File: config.mk
export PLATFORM = sky130hd
export DESIGN_NAME = lbm_phase_sequencer
export DESIGN_NICKNAME = d
export VERILOG_FILES = /design/src/rtl/lbm_phase_sequencer_pkg.sv /design/src/rtl/lbm_phase_sequencer_cell_counter.sv /design/src/rtl/lbm_phase_sequencer.sv
export SDC_FILE = /design/constraint.sdc
export NUM_CORES = 1
export LEC_CHECK = 0
export CORE_MARGIN = 1.5
export CORE_UTILIZATION = 44
export CTS_BUF_LIST = sky130_fd_sc_hd__clkbuf_16
export CTS_CLUSTER_DIAMETER = 40
export CTS_CLUSTER_SIZE = 30
export DETAILED_ROUTE_END_ITERATION = 8
export MAX_ROUTING_LAYER = met4
export PLACE_DENSITY = 0.8
export SLEW_MARGIN = 20
export SYNTH_ARGS = -nofsm -noshare
export SYNTH_HDL_FRONTEND = slang
export SYNTH_SLANG_ARGS = --single-unit
File: constraint.sdc
create_clock -name clk -period 7.7 [get_ports clk]
set_clock_uncertainty 0.1 [all_clocks]
set_input_delay 1.54 -clock clk [delete_from_list [all_inputs] [get_ports clk]]
set_output_delay 1.54 -clock clk [all_outputs]
set_load 0.02 [all_outputs]
File: src/rtl/lbm_phase_sequencer_pkg.sv
// Shared LBM package: lattice geometry constants, phase encoding and small
// helpers used by the phase sequencer and its cell counter.
package lbm_phase_sequencer_pkg;

   localparam int LBM_WIDTH         = 64;
   localparam int LBM_HEIGHT        = 32;
   localparam int LBM_DEPTH         = LBM_WIDTH * LBM_HEIGHT;
   localparam int LBM_ADDRESS_WIDTH = $clog2(LBM_DEPTH);

   typedef enum logic [2:0] {
      PH_IDLE    = 3'd0,
      PH_STREAM  = 3'd1,
      PH_BOUNCE  = 3'd2,
      PH_ZERO    = 3'd3,
      PH_COLLIDE = 3'd4
   } phase_e;

   // Keeps single-row/column lattices from producing zero-width counters.
   function automatic int clog2_min1(input int n);
      return (n > 1) ? $clog2(n) : 1;
   endfunction

   function automatic phase_e next_phase(input phase_e p);
      case (p)
         PH_STREAM: return PH_BOUNCE;
         PH_BOUNCE: return PH_ZERO;
         PH_ZERO:   return PH_COLLIDE;
         default:   return PH_STREAM;
      endcase
   endfunction

endpackage

File: src/rtl/lbm_phase_sequencer_cell_counter.sv
// Lattice cell walker: linear index plus separate row/col counters, so
// coordinates never need a divide. Wraps to cell 0 after the last cell.
module lbm_cell_counter
   import lbm_phase_sequencer_pkg::*;
#(
   parameter  int WIDTH  = LBM_WIDTH,
   parameter  int HEIGHT = LBM_HEIGHT,
   localparam int ADDR_W = clog2_min1(WIDTH * HEIGHT),
   localparam int ROW_W  = clog2_min1(HEIGHT),
   localparam int COL_W  = clog2_min1(WIDTH)
) (
   input  logic              clk,
   input  logic              rst_n,
   input  logic              clear_i,
   input  logic              advance_i,
   output logic [ADDR_W-1:0] index_o,
   output logic [ROW_W-1:0]  row_o,
   output logic [COL_W-1:0]  col_o,
   output logic              last_o
);

   logic [ADDR_W-1:0] index_q, index_d;
   logic [ROW_W-1:0]  row_q, row_d;
   logic [COL_W-1:0]  col_q, col_d;
   logic              col_last_s;

   assign col_last_s = (col_q == COL_W'(WIDTH - 1));
   assign last_o     = col_last_s && (row_q == ROW_W'(HEIGHT - 1));
   assign index_o    = index_q;
   assign row_o      = row_q;
   assign col_o      = col_q;

   always_comb begin
      index_d = index_q;
      row_d   = row_q;
      col_d   = col_q;
      if (clear_i || (advance_i && last_o)) begin
         index_d = {ADDR_W{1'b0}};
         row_d   = {ROW_W{1'b0}};
         col_d   = {COL_W{1'b0}};
      end else if (advance_i) begin
         index_d = index_q + ADDR_W'(1);
         if (col_last_s) begin
            col_d = {COL_W{1'b0}};
            row_d = row_q + ROW_W'(1);
         end else begin
            col_d = col_q + COL_W'(1);
         end
      end else begin
         index_d = index_q;
      end
   end

   always_ff @(posedge clk or negedge rst_n) begin
      if (!rst_n) begin
         index_q <= {ADDR_W{1'b0}};
         row_q   <= {ROW_W{1'b0}};
         col_q   <= {COL_W{1'b0}};
      end else begin
         index_q <= index_d;
         row_q   <= row_d;
         col_q   <= col_d;
      end
   end

endmodule

File: src/rtl/lbm_phase_sequencer.sv
// LBM timestep sequencer: sweeps STREAM/BOUNCE/ZERO/COLLIDE over the lattice
// with a drain after each phase. Optional LBM_BARRIER_SKIP_EN skips fluid cells
// in BOUNCE and ZERO.
module lbm_phase_sequencer
   import lbm_phase_sequencer_pkg::*;
#(
   parameter  int WIDTH         = LBM_WIDTH,
   parameter  int HEIGHT        = LBM_HEIGHT,
   parameter  int STEP_W        = 16,
   localparam int DEPTH         = WIDTH * HEIGHT,
   localparam int ADDRESS_WIDTH = clog2_min1(DEPTH),
   localparam int ROW_W         = clog2_min1(HEIGHT),
   localparam int COL_W         = clog2_min1(WIDTH)
) (
   input  logic                     clk,
   input  logic                     rst_n,
   input  logic                     start,
   input  logic [STEP_W-1:0]        num_steps,
   input  logic                     dp_ready,
   input  logic                     dp_idle,
   input  logic                     barrier_in,
   output logic                     busy,
   output logic                     done,
   output logic [2:0]               phase,
   output logic                     cell_valid,
   output logic [ADDRESS_WIDTH-1:0] cell_index,
   output logic [ROW_W-1:0]         row,
   output logic [COL_W-1:0]         col,
   output logic                     at_top,
   output logic                     at_bottom,
   output logic                     at_left,
   output logic                     at_right,
   output logic [STEP_W-1:0]        step_count
);

   phase_e            phase_q, phase_d;
   logic              drain_q, drain_d;
   logic              done_q, done_d;
   logic [STEP_W-1:0] step_q, step_d;
   logic [STEP_W-1:0] nsteps_q, nsteps_d;
   logic [STEP_W-1:0] step_inc_s;
   logic              sweeping_s, skip_s, advance_s, clear_s, last_s;

   assign sweeping_s = (phase_q != PH_IDLE) && !drain_q;

`ifdef LBM_BARRIER_SKIP_EN
   // Fluid cells in BOUNCE/ZERO have nothing to do; step past them unhandshaken.
   assign skip_s = sweeping_s && ((phase_q == PH_BOUNCE) || (phase_q == PH_ZERO)) && !barrier_in;
`else
   logic unused_barrier_s;
   assign unused_barrier_s = barrier_in;
   assign skip_s           = 1'b0;
`endif

   assign cell_valid = sweeping_s && !skip_s;
   assign advance_s  = skip_s || (cell_valid && dp_ready);
   assign step_inc_s = step_q + STEP_W'(1);

   lbm_cell_counter #(
      .WIDTH  (WIDTH),
      .HEIGHT (HEIGHT)
   ) u_cell_counter (
      .clk       (clk),
      .rst_n     (rst_n),
      .clear_i   (clear_s),
      .advance_i (advance_s),
      .index_o   (cell_index),
      .row_o     (row),
      .col_o     (col),
      .last_o    (last_s)
   );

   always_comb begin
      phase_d  = phase_q;
      drain_d  = drain_q;
      done_d   = 1'b0;
      step_d   = step_q;
      nsteps_d = nsteps_q;
      clear_s  = 1'b0;
      case (phase_q)
         PH_IDLE: begin
            if (start) begin
               clear_s  = 1'b1;
               step_d   = {STEP_W{1'b0}};
               nsteps_d = num_steps;
               if (num_steps == {STEP_W{1'b0}}) begin
                  done_d = 1'b1;
               end else begin
                  phase_d = PH_STREAM;
               end
            end else begin
               phase_d = PH_IDLE;
            end
         end
         PH_STREAM, PH_BOUNCE, PH_ZERO, PH_COLLIDE: begin
            if (drain_q) begin
               if (dp_idle) begin
                  drain_d = 1'b0;
                  phase_d = next_phase(phase_q);
                  if (phase_q == PH_COLLIDE) begin
                     step_d = step_inc_s;
                     if (step_inc_s == nsteps_q) begin
                        phase_d = PH_IDLE;
                        done_d  = 1'b1;
                     end else begin
                        phase_d = PH_STREAM;
                     end
                  end else begin
                     step_d = step_q;
                  end
               end else begin
                  drain_d = 1'b1;
               end
            end else if (advance_s && last_s) begin
               drain_d = 1'b1;
            end else begin
               drain_d = 1'b0;
            end
         end
         default: begin
            phase_d = PH_IDLE;
            drain_d = 1'b0;
         end
      endcase
   end

   always_ff @(posedge clk or negedge rst_n) begin
      if (!rst_n) begin
         phase_q  <= PH_IDLE;
         drain_q  <= 1'b0;
         done_q   <= 1'b0;
         step_q   <= {STEP_W{1'b0}};
         nsteps_q <= {STEP_W{1'b0}};
      end else begin
         phase_q  <= phase_d;
         drain_q  <= drain_d;
         done_q   <= done_d;
         step_q   <= step_d;
         nsteps_q <= nsteps_d;
      end
   end

   assign phase      = phase_q;
   assign busy       = (phase_q != PH_IDLE);
   assign done       = done_q;
   assign step_count = step_q;
   assign at_top     = (row == ROW_W'(0));
   assign at_bottom  = (row == ROW_W'(HEIGHT - 1));
   assign at_left    = (col == COL_W'(0));
   assign at_right   = (col == COL_W'(WIDTH - 1));

endmodule

==> results by group, run 1 <==
Synth
  • Synth top cells by count: dfrtp_1, o21ai_0, nand2_1
  • Synth Flop Type: dfrtp_1
  • Synth warn: 0
  • Most common cell in the netlist: dfrtp_1
  • Synthesis-stage register bit count: 59
  • Synth Cell Area: 3490 um^2
  • Avg Inst Size Synth: 9.17 um^2
  • Syn Inst Count: 380
  • Syn Nets: 409
  • Synth top area cells: dfrtp_1, o21ai_0, mux2_2
  • Yosys top cell area share: 42.4%
  • Biggest area consumer among synthesized cells: dfrtp_1
  • Cell variety after synth: 52
  • Async SR Flop Fraction: 100%
  • Seq/Total Area, Yosys: 42.4%
  • EDFF count, synth: 0

Worst setup path
  • Cell breakdown of the critical path: ha_1, nand3_1, nor2_1, clkdlybuf4s50_1
  • Worst Setup Path Type: reg -> out
  • Slowest-stage cell, CP: clkdlybuf4s50_1
  • CP startpoint kind: register
  • Crit path DAT: 2.15 ns
  • Critical Path RT: 6.06 ns
  • CP Max Fanout: 6
  • FF-to-FF Start: step_count[4]
  • Worst Setup SP: u_cell_counter.col_o[0]
  • Endpoint type of the worst setup path: output pin
  • CP peak stage delay: 0.69 ns

Timing
  • # setup viols final: 0
  • Hold Vio Cnt, Final: 0
  • Worst setup margin: 3.91 ns
  • Tcrit/Tclk final: 49.3%
  • WHS: 0.428 ns
  • Fmax: 264 MHz
  • Max_slew headroom: 35.9%
  • Fin Setup TNS: 0 ns
  • RSZ-0062 raised after global routing: false
  • Tmin final: 3.79 ns
  • Measured slew at the worst slew-check pin: 0.958 ns
  • Fin. max-slew vios: 0

Cells and area
  • Multi-input gate area: 1890 um^2
  • Area Overhead vs Synth: 28.4%
  • Layout cells sized above 1: 9.17%
  • Fillers: 679
  • # diodes: 0
  • Final net count: 472
  • Register area: 1480 um^2

Floorplanning
  • Die width: 92.0 um
  • Row count: 32
  • # IOs: 70
  • Die Ht: 92.0 um
  • Core Region: 7690 um^2
  • Die area: 8460 um^2
  • Starting density of the core: 45.3%

Pwr
  • Pwr/cell area: 214 nW/um^2
  • Tot Pwr: 956 uW
  • Largest vdd supply drop: 192 uV
  • P_leak: 0.00184 uW

CTS
  • Hold_buf cts: 0
  • CTS max path bufs: 2
  • Total CTS buffers: 9
  • Setup repair bufs after CTS: 0
  • CTS tree: done
  • PostCTS Resize Cnt: 0
  • Clock sinks: 59
  • Clk Latency, worst-skew pair: 0.33 ns
  • Clock transition at the registers of the reported paths: 0.05 ns
  • H-tree depth: 3
  • Root Driver: clkbuf_16

GRT
  • M1 GR Usage: 26.6%
  • GR Util All Layers: 22.2%
  • Global route overflow: 0
  • GRT met3 Usage: 5.14%
  • Grt met2 use: 36.7%
  • First-pass GRT wire length: 14.6 mm
  • GRT Max-Usage Layer: met2
  • Initial antenna violation count: 0
  • Vias in the first global route: 3124
  • Pin count of the biggest net entering global routing: 60

Hold path
  • Worst hold-check path type: reg -> reg
  • Hold Crit Start: nsteps_q[13]

Routing
  • WL/cell: 16.0 um
  • Drt via density: 5.81
  • Drt drc: 0
  • ANT nets after route: 0
  • Routed WL: 8.78 mm
  • DR iter-0 viols: 207
  • DRT Pass-1 Iters: 4
  • Via Count: 3189

Place
  • Global placer's final weighted congestion: 0.883
  • Pre-CTS setup slack: 3.71 ns
  • Port Buffers: 68
  • Final HPWL DP: 6.14 mm

Run
  • Max-cap check violation count: 0

Status
  • Status: complete, no violations
-- final cells by class --
type	count	area share (%)
Multi-Input combinational cell	293	42.2
Sequential cell	59	33.0
Timing Repair Buffer	71	15.6
Clock buffer	9	5.03
Tap cell	102	2.85
Inverter	9	0.755
Clock inverter	6	0.587
-- metrics by stage --
step / cells / utilization [%] / instance area (um^2)
floorplan: 380 / - / 3490
global placement: 534 / 54.9 / 4220
detailed placement: 534 / 54.9 / 4220
CTS: 549 / 58.2 / 4480
global route: 549 / 58.2 / 4480
finish: 549 / 58.2 / 4480
-- placed cells by master, fill, tap and decap left out, drive strengths merged, types with 11 or more instances in the layout --
master / netlist / routed
o21ai: 36 / 36
nand2: 33 / 33
nor2: 31 / 31
a21oi: 20 / 20
clkdlybuf4s50: 0 / 67
dfrtp: 59 / 59
xor2: 13 / 13
nand3: 19 / 19
mux2: 16 / 16
inv: 9 / 11
xnor2: 14 / 14
-- worst max-delay path, delay by kind of cell (launching register included) --
kind,cells,cell delay (ns)
AND/OR/NAND/NOR,2,0.46
adder cells (fa/ha/maj),1,0.24
buffers and inverters,1,0.69
flip-flops,1,0.44
-- registers in the layout, summed over array words and instances, names as in the netlist --
register                count
u_cell_counter.index_o     11
u_cell_counter.col_o        6
nsteps_q                   16
phase                       3
u_cell_counter.row_o        5
step_count                 16
drain_q                     1
done                        1
-- layer usage --
metal,vias to the layer above,wire (um)
li1,1514,-
met1,1569,3790
met2,95,4450
met3,11,426
met4,0,118
met5,-,0
-- final timing paths --
path,endpoint,slack [ns],cells past startpoint
worst max-delay path,at_right,3.91,4
worst min-delay path,nsteps_q[13],0.43,1
worst max register to register,done,4.44,6
worst min register to register,nsteps_q[13],0.43,1
max in group asynchronous,nsteps_q[15],5.74,2
min in group asynchronous,step_count[3],1.25,2
-- where the power goes --
group | switching, uW | leakage (uW) | internal, uW
Sequential | 54.1 | 0.000764 | 349
Combinational | 103 | 0.000945 | 108
Clock | 132 | 0.000135 | 210
Total | 289 | 0.00184 | 667
-- kinds of logic after synthesis --
family	after synthesis	synth area share, %
AOI/OAI and AO/OA	93	17.1
DFF	59	42.4
adders and majority gates	7	2.51
buffers and inverters	28	3.48
muxes	16	5.17
and+or+nand+nor	150	22.6
xor gates and xnor gates	27	6.78
(Power assumes the default switching activity.)
==> inputs of run 2 (changes only) <==
==> constraint.sdc (replaced) <==
create_clock -name clk -period 3.95 [get_ports clk]
set_clock_uncertainty 0.1 [all_clocks]
set_input_delay 0.79 -clock clk [delete_from_list [all_inputs] [get_ports clk]]
set_output_delay 0.79 -clock clk [all_outputs]
set_load 0.02 [all_outputs]
==> run 2 against run 1 <==
Net effect:
- sequential share of layout area fell by 0.75 points
- hold slack got worse by 0.038 ns
- final area rose by 2.3%
- clock power rose to 2.6 times the previous value
- critical path depth rose by 3
- largest power group is now the clock network
==> results by group, run 2 (synthesized netlist as in run 1, its figures left out) <==
Cells and area
  • Area Overhead vs Synth: 31.4%
  • Commonest non-fill, non-tap cell in the layout: clkdlybuf4s50_1
  • Fillers: 659 (-2.9%)
  • Post-route cell area: 4580 um^2 (+2.3%)
  • Final net count: 475 (+0.64%)
  • # diodes: 0 (unchanged)
  • Layout cells sized above 1: 10.2% (+1.0 points)
  • Most frequent cells in the layout: clkdlybuf4s50_1, dfrtp_1, o21ai_0, nand2_1, nor2_1

Place
  • Global placer's final weighted congestion: 0.874 (-1.0%)
  • Final HPWL DP: 6.33 mm (+3.1%)
  • Port Buffers: 68 (unchanged)
  • Area post-placement: 4250 um^2 (+0.53%)
  • Pre-CTS setup slack: 0.828 ns (-2.88 ns)

Routing
  • Met3 wire len: 412 um (-3.3%)
  • Routed WL: 8.82 mm (+0.46%)
  • Drt via density: 5.77 (-0.69%)
  • ANT nets after route: 0 (unchanged)
  • Highest Signal Layer: met4
  • DRT Pass-1 Iters: 4 (unchanged)
  • Drt drc: 0 (unchanged)
  • Via Count: 3190 (+0.031%)
  • Met2 wire length: 4.46 mm (+0.38%)
  • DRT met1 WL: 3.83 mm (+0.95%)
  • DR iter-0 viols: 199 (-3.9%)
  • WL/cell: 16.0 um (-0.27%)

Worst setup path
  • CP endpoint: phase[0]
  • R2R Setup Slk: 0.78 ns (-3.66 ns)
  • Crit path DAT: 3.29 ns (+1.14 ns)
  • Worst Setup SP: step_count[0]
  • CP startpoint kind: register
  • FF-to-FF Start: step_count[0]
  • CP Max Fanout: 8 (+2)
  • Endpoint type of the worst setup path: register
  • Critical Path RT: 4.07 ns (-1.99 ns)
  • Worst Setup Path Type: reg -> reg
  • End of the worst register-to-register path: phase[0]
  • Worst Reg-to-Reg Cells: 7 (+1)

CTS
  • H-tree depth: 3 (unchanged)
  • PostCTS Resize Cnt: 0 (unchanged)
  • Clock transition at the registers of the reported paths: 0.05 ns (about the same)
  • Total CTS buffers: 9 (unchanged)
  • Clk Latency, worst-skew pair: 0.33 ns (about the same)
  • Hold_buf cts: 0 (unchanged)
  • CTS max path bufs: 2 (unchanged)
  • Setup repair bufs after CTS: 0 (unchanged)
  • CTS tree: done
  • Clock sinks: 59 (unchanged)
  • Root Driver: clkbuf_16

Pwr
  • Sw Share: 27.6% (-2.6 points)
  • Comb pwr share: 19.8% (-2.3 points)
  • Reg power frac: 37.9% (-4.3 points)
  • Internal power: 1500 uW (+120%)
  • Switching power: 571 uW (+98%)
  • Largest vdd supply drop: 326 uV (+70%)
  • P_leak: 0.00189 uW (+2.6%)
  • Pwr/cell area: 452 nW/um^2 (+110%)
  • Clock power frac: 42.3% (+6.6 points)

Timing
  • Measured slew at the worst slew-check pin: 0.949 ns (-0.00957 ns)
  • Worst setup margin: 0.781 ns (-3.12 ns)
  • Fin. max-slew vios: 0 (unchanged)
  • # setup viols final: 0 (unchanged)
  • Fin Setup TNS: 0 ns (unchanged)
  • Tcrit/Tclk final: 80.2%
  • Fmax: 316 MHz
  • Tmin final: 3.17 ns
  • RSZ-0062 raised after global routing: false
  • Max_slew headroom: 36.5% (+0.64 points)
  • Hold Vio Cnt, Final: 0 (unchanged)

Floorplanning
  • Die area: 8460 um^2 (unchanged)
  • Die width: 92.0 um (unchanged)
  • Row count: 32 (unchanged)
  • # IOs: 70 (unchanged)
  • Starting density of the core: 45.3% (unchanged)
  • Die Ht: 92.0 um (unchanged)
  • Core Region: 7690 um^2 (unchanged)

GRT
  • Initial antenna violation count: 0 (unchanged)
  • Vias in the first global route: 3051 (-2.3%)
  • Pin count of the biggest net entering global routing: 31 (-48%)
  • First-pass GRT wire length: 14.8 mm (+1.7%)
  • Global route overflow: 0 (unchanged)
  • GR Util All Layers: 22.7% (+0.43 points)

Hold path
  • Worst hold-check path type: in -> async

Run
  • Max-cap check violation count: 0 (unchanged)

Status
  • Status: complete, no violations
[run 2: cell types whose count changed in the layout (fill, tap and decap cells not counted), sizes merged]
cell	previous run	this run
clkinv	4	3
bufinv	0	3
inv	11	10
buf	4	7
[run 2: per-stage QoR]
stage	instances	hold slack, ns	power, uW	utilization [%]
6_report	553	0.390	2070	59.6
5_1_grt	553	0.445	2160	59.6
4_1_cts	553	0.418	2080	59.6
3_5_place_dp	537	0.421	1200	55.2
3_3_place_gp	537	0.412	1180	55.2
2_1_floorplan	380	0.394	996	-
[run 2: power groups by stage]
stage                     sequential (uW)  combinational [uW]  clock (uW)
final                                 784                 410         875
after global routing                  798                 447         918
after CTS                             784                 415         884
after detailed placement              791                 411           0
after global placement                786                 397           0
after floorplan                       836                 160           0
[run 2: final cells by class]
cell class | instances | area, um^2 | share of cell area, %
clock buffers | 9 | 225 | 4.92
clock inverters | 7 | 108 | 2.35
inverters | 9 | 33.8 | 0.738
multi-input cells | 293 | 1890 | 41.2
flip-flops and latches | 59 | 1480 | 32.2
well taps | 102 | 128 | 2.79
repair buffers | 74 | 721 | 15.7
[run 2: worst max-delay path: stages (launching register included)]
cell and delay [ns]:
dfrtp_1 0.49, ha_1 0.34, nand3_2 0.23, nor3_2 0.44
mux2_2 0.38, a311o_1 0.35, or4_4 0.57, a21o_1 0.17
[run 2: worst min path at each step]
stage	to	cells past startpoint
after floorplan	done	0
after global placement	nsteps_q[6]	1
after detailed placement	nsteps_q[13]	1
after CTS	nsteps_q[3]	1
after global routing	nsteps_q[13]	1
final	nsteps_q[0]	1
[run 2: layer usage]
layer	up-vias	GRT usage, %
met4	0	5.90
met1	1563	28.3
li1	1519	-
met5	-	-
met3	16	5.97
met2	92	36.6
==> inputs of run 3 (changes only) <==
==> constraint.sdc (replaced) <==
create_clock -name clk -period 3.3 [get_ports clk]
set_clock_uncertainty 0.1 [all_clocks]
set_input_delay 0.66 -clock clk [delete_from_list [all_inputs] [get_ports clk]]
set_output_delay 0.66 -clock clk [all_outputs]
set_load 0.02 [all_outputs]
==> run 3 against run 2 <==
Net effect:
- flip-flop and latch count unchanged
- sequential power grew 20%
- wire length shrank 0.17%
- non-clock buffer count grew 3
- critical path depth stayed put
- combinational power is 20% higher
- largest cell class unchanged
- sequential share of layout area shrank 0.12 points
- power up 18%
- largest power group unchanged
- register-to-register slack worse by 0.48 ns
==> results by group, run 3 (synthesized netlist as in run 1, its figures left out) <==
Floorplanning
  • Core Region: 7690 um^2 (unchanged)
  • Die width: 92.0 um (unchanged)
  • Starting density of the core: 45.3% (unchanged)
  • # IOs: 70 (unchanged)
  • Die Ht: 92.0 um (unchanged)
  • Die area: 8460 um^2 (unchanged)
  • Row count: 32 (unchanged)

CTS
  • Clock transition at the registers of the reported paths: 0.05 ns (about the same)
  • H-tree depth: 3 (unchanged)
  • CTS max path bufs: 2 (unchanged)
  • CTS tree: done
  • Clock sinks: 59 (unchanged)
  • Setup repair bufs after CTS: 0 (unchanged)
  • Hold_buf cts: 0 (unchanged)
  • Clk Latency, worst-skew pair: 0.33 ns (about the same)
  • PostCTS Resize Cnt: 0 (unchanged)
  • Total CTS buffers: 9 (unchanged)
  • Root Driver: clkbuf_16

Worst setup path
  • Crit path DAT: 3.12 ns (-0.17 ns)
  • R2R Setup Slk: 0.30 ns (-0.48 ns)
  • Endpoint type of the worst setup path: register
  • Worst path top cell family by delay: simple AND/OR/NAND/NOR gates
  • Buffers & Inverters on Critical Path: 0 (unchanged)
  • Slowest-stage cell, CP: or4_4
  • Critical Path RT: 3.42 ns (-0.65 ns)
  • CP peak stage delay: 0.57 ns (about the same)
  • CP Max Fanout: 8 (unchanged)
  • Worst Setup Path Type: reg -> reg
  • Cell breakdown of the critical path: ha_1, nand3_2, nor3_2, mux2_2, a311o_1, or4_4, a21o_1
  • CP startpoint kind: register

Routing
  • Drt drc: 0 (unchanged)
  • Via Count: 3168 (-0.69%)
  • ANT nets after route: 0 (unchanged)
  • DR iter-0 viols: 162 (-19%)
  • WL/cell: 15.8 um (-0.71%)
  • DRT Pass-1 Iters: 4 (unchanged)
  • Routed WL: 8.81 mm (-0.17%)
  • Drt via density: 5.70 (-1.2%)

Timing
  • # setup viols final: 0 (unchanged)
  • Fmax: 333 MHz (+5.6%)
  • Tcrit/Tclk final: 90.9% (+11 points)
  • Max_slew headroom: 37.1% (+0.57 points)
  • Measured slew at the worst slew-check pin: 0.940 ns (-0.00846 ns)
  • Hold Vio Cnt, Final: 0 (unchanged)
  • Worst setup margin: 0.299 ns (-0.482 ns)
  • Fin Setup TNS: 0 ns (unchanged)
  • Fin. max-slew vios: 0 (unchanged)
  • RSZ-0062 raised after global routing: false
  • Tmin final: 3.00 ns (-0.168 ns)

Place
  • Area post-placement: 4270 um^2 (+0.53%)
  • Global placer's final weighted congestion: 0.917 (+4.9%)
  • Final HPWL DP: 6.24 mm (-1.5%)
  • Pre-CTS setup slack: 0.341 ns (-0.487 ns)
  • Port Buffers: 68 (unchanged)

Cells and area
  • Post-route cell area: 4600 um^2 (+0.38%)
  • Most frequent cells in the layout: clkdlybuf4s50_1, dfrtp_1, o21ai_0, nand2_1, nor2_1
  • Layout cells sized above 1: 11.2% (+1.0 points)
  • Commonest non-fill, non-tap cell in the layout: clkdlybuf4s50_1
  • Finished Core Util: 59.8% (+0.23 points)
  • Final net count: 478 (+0.63%)
  • # diodes: 0 (unchanged)
  • Area Overhead vs Synth: 31.9%

GRT
  • GR Util All Layers: 22.7% (+0.070 points)
  • First-pass GRT wire length: 14.8 mm (about the same)
  • Pin count of the biggest net entering global routing: 39 (+26%)
  • M1 GR Usage: 28.3% (+0.067 points)
  • GRT met3 Usage: 5.47% (-0.50 points)
  • Vias in the first global route: 3015 (-1.2%)
  • Grt met2 use: 36.4% (-0.25 points)
  • Initial antenna violation count: 0 (unchanged)
  • GRT Max-Usage Layer: met2
  • Global route overflow: 0 (unchanged)

Pwr
  • Comb pwr share: 20.1% (+0.3 points)
  • Largest vdd supply drop: 318 uV (-2.7%)
  • Tot Pwr: 2440 uW (+18%)
  • P_leak: 0.00189 uW (about the same)
  • Pwr/cell area: 531 nW/um^2 (+18%)
  • Switching power: 711 uW (+25%)
  • Clock power frac: 41.4% (-0.9 points)
  • Sw Share: 29.1% (+1.5 points)
  • Internal power: 1730 uW (+15%)
  • Reg power frac: 38.5% (+0.6 points)

Run
  • Max-cap check violation count: 0 (unchanged)

Hold path
  • Worst hold-check path type: in -> async

Status
  • Status: complete, no violations
## run 3: area by class of cell
class	instances	area (um^2)
inverter	9	33.8
timing repair buffer	77	743
clock buffer	9	225
tap	102	128
clock inverter	7	103
fill	635	3090
multi-input combinational	293	1890
sequential	59	1480
## run 3: per-layer routing
layer  routed length (um)  up-vias
met3                  450       22
met5                    0        -
met2                 4320      105
li1                     -     1526
met1                 3880     1515
met4                  152        0
## run 3: stage by stage
step | cells | hold WS, ns
3_5_place_dp | 540 | 0.425
5_1_grt | 556 | 0.402
2_1_floorplan | 380 | 0.264
6_report | 556 | 0.332
3_3_place_gp | 540 | 0.412
4_1_cts | 556 | 0.358
## run 3: power groups by stage
stage	combinational, uW	clock [uW]	sequential, uW
after floorplan	191	0	1000
after global placement	475	0	946
after detailed placement	492	0	948
after CTS	495	1020	940
after global routing	538	1060	958
final	491	1010	941
## run 3: path summary, 6_finish.rpt
kind	startpoint	to	cells past startpoint
worst max-delay path	step_count[0]	phase[0]	7
worst min register to register	nsteps_q[15]	nsteps_q[15]	1
worst max register to register	step_count[0]	phase[0]	7
worst min-delay path	rst_n	nsteps_q[4]	1
min in group clk	nsteps_q[15]	nsteps_q[15]	1
max in group asynchronous	rst_n	u_cell_counter.row_o[0]	2
## run 3: worst reg2reg max path, stage by stage (launching register included)
cell and delay (ns):
dfrtp_1 0.47, ha_1 0.33, nand3_2 0.12, nor3_2 0.40, mux2_2 0.38, a311o_1 0.35
or4_4 0.57, a21o_1 0.17
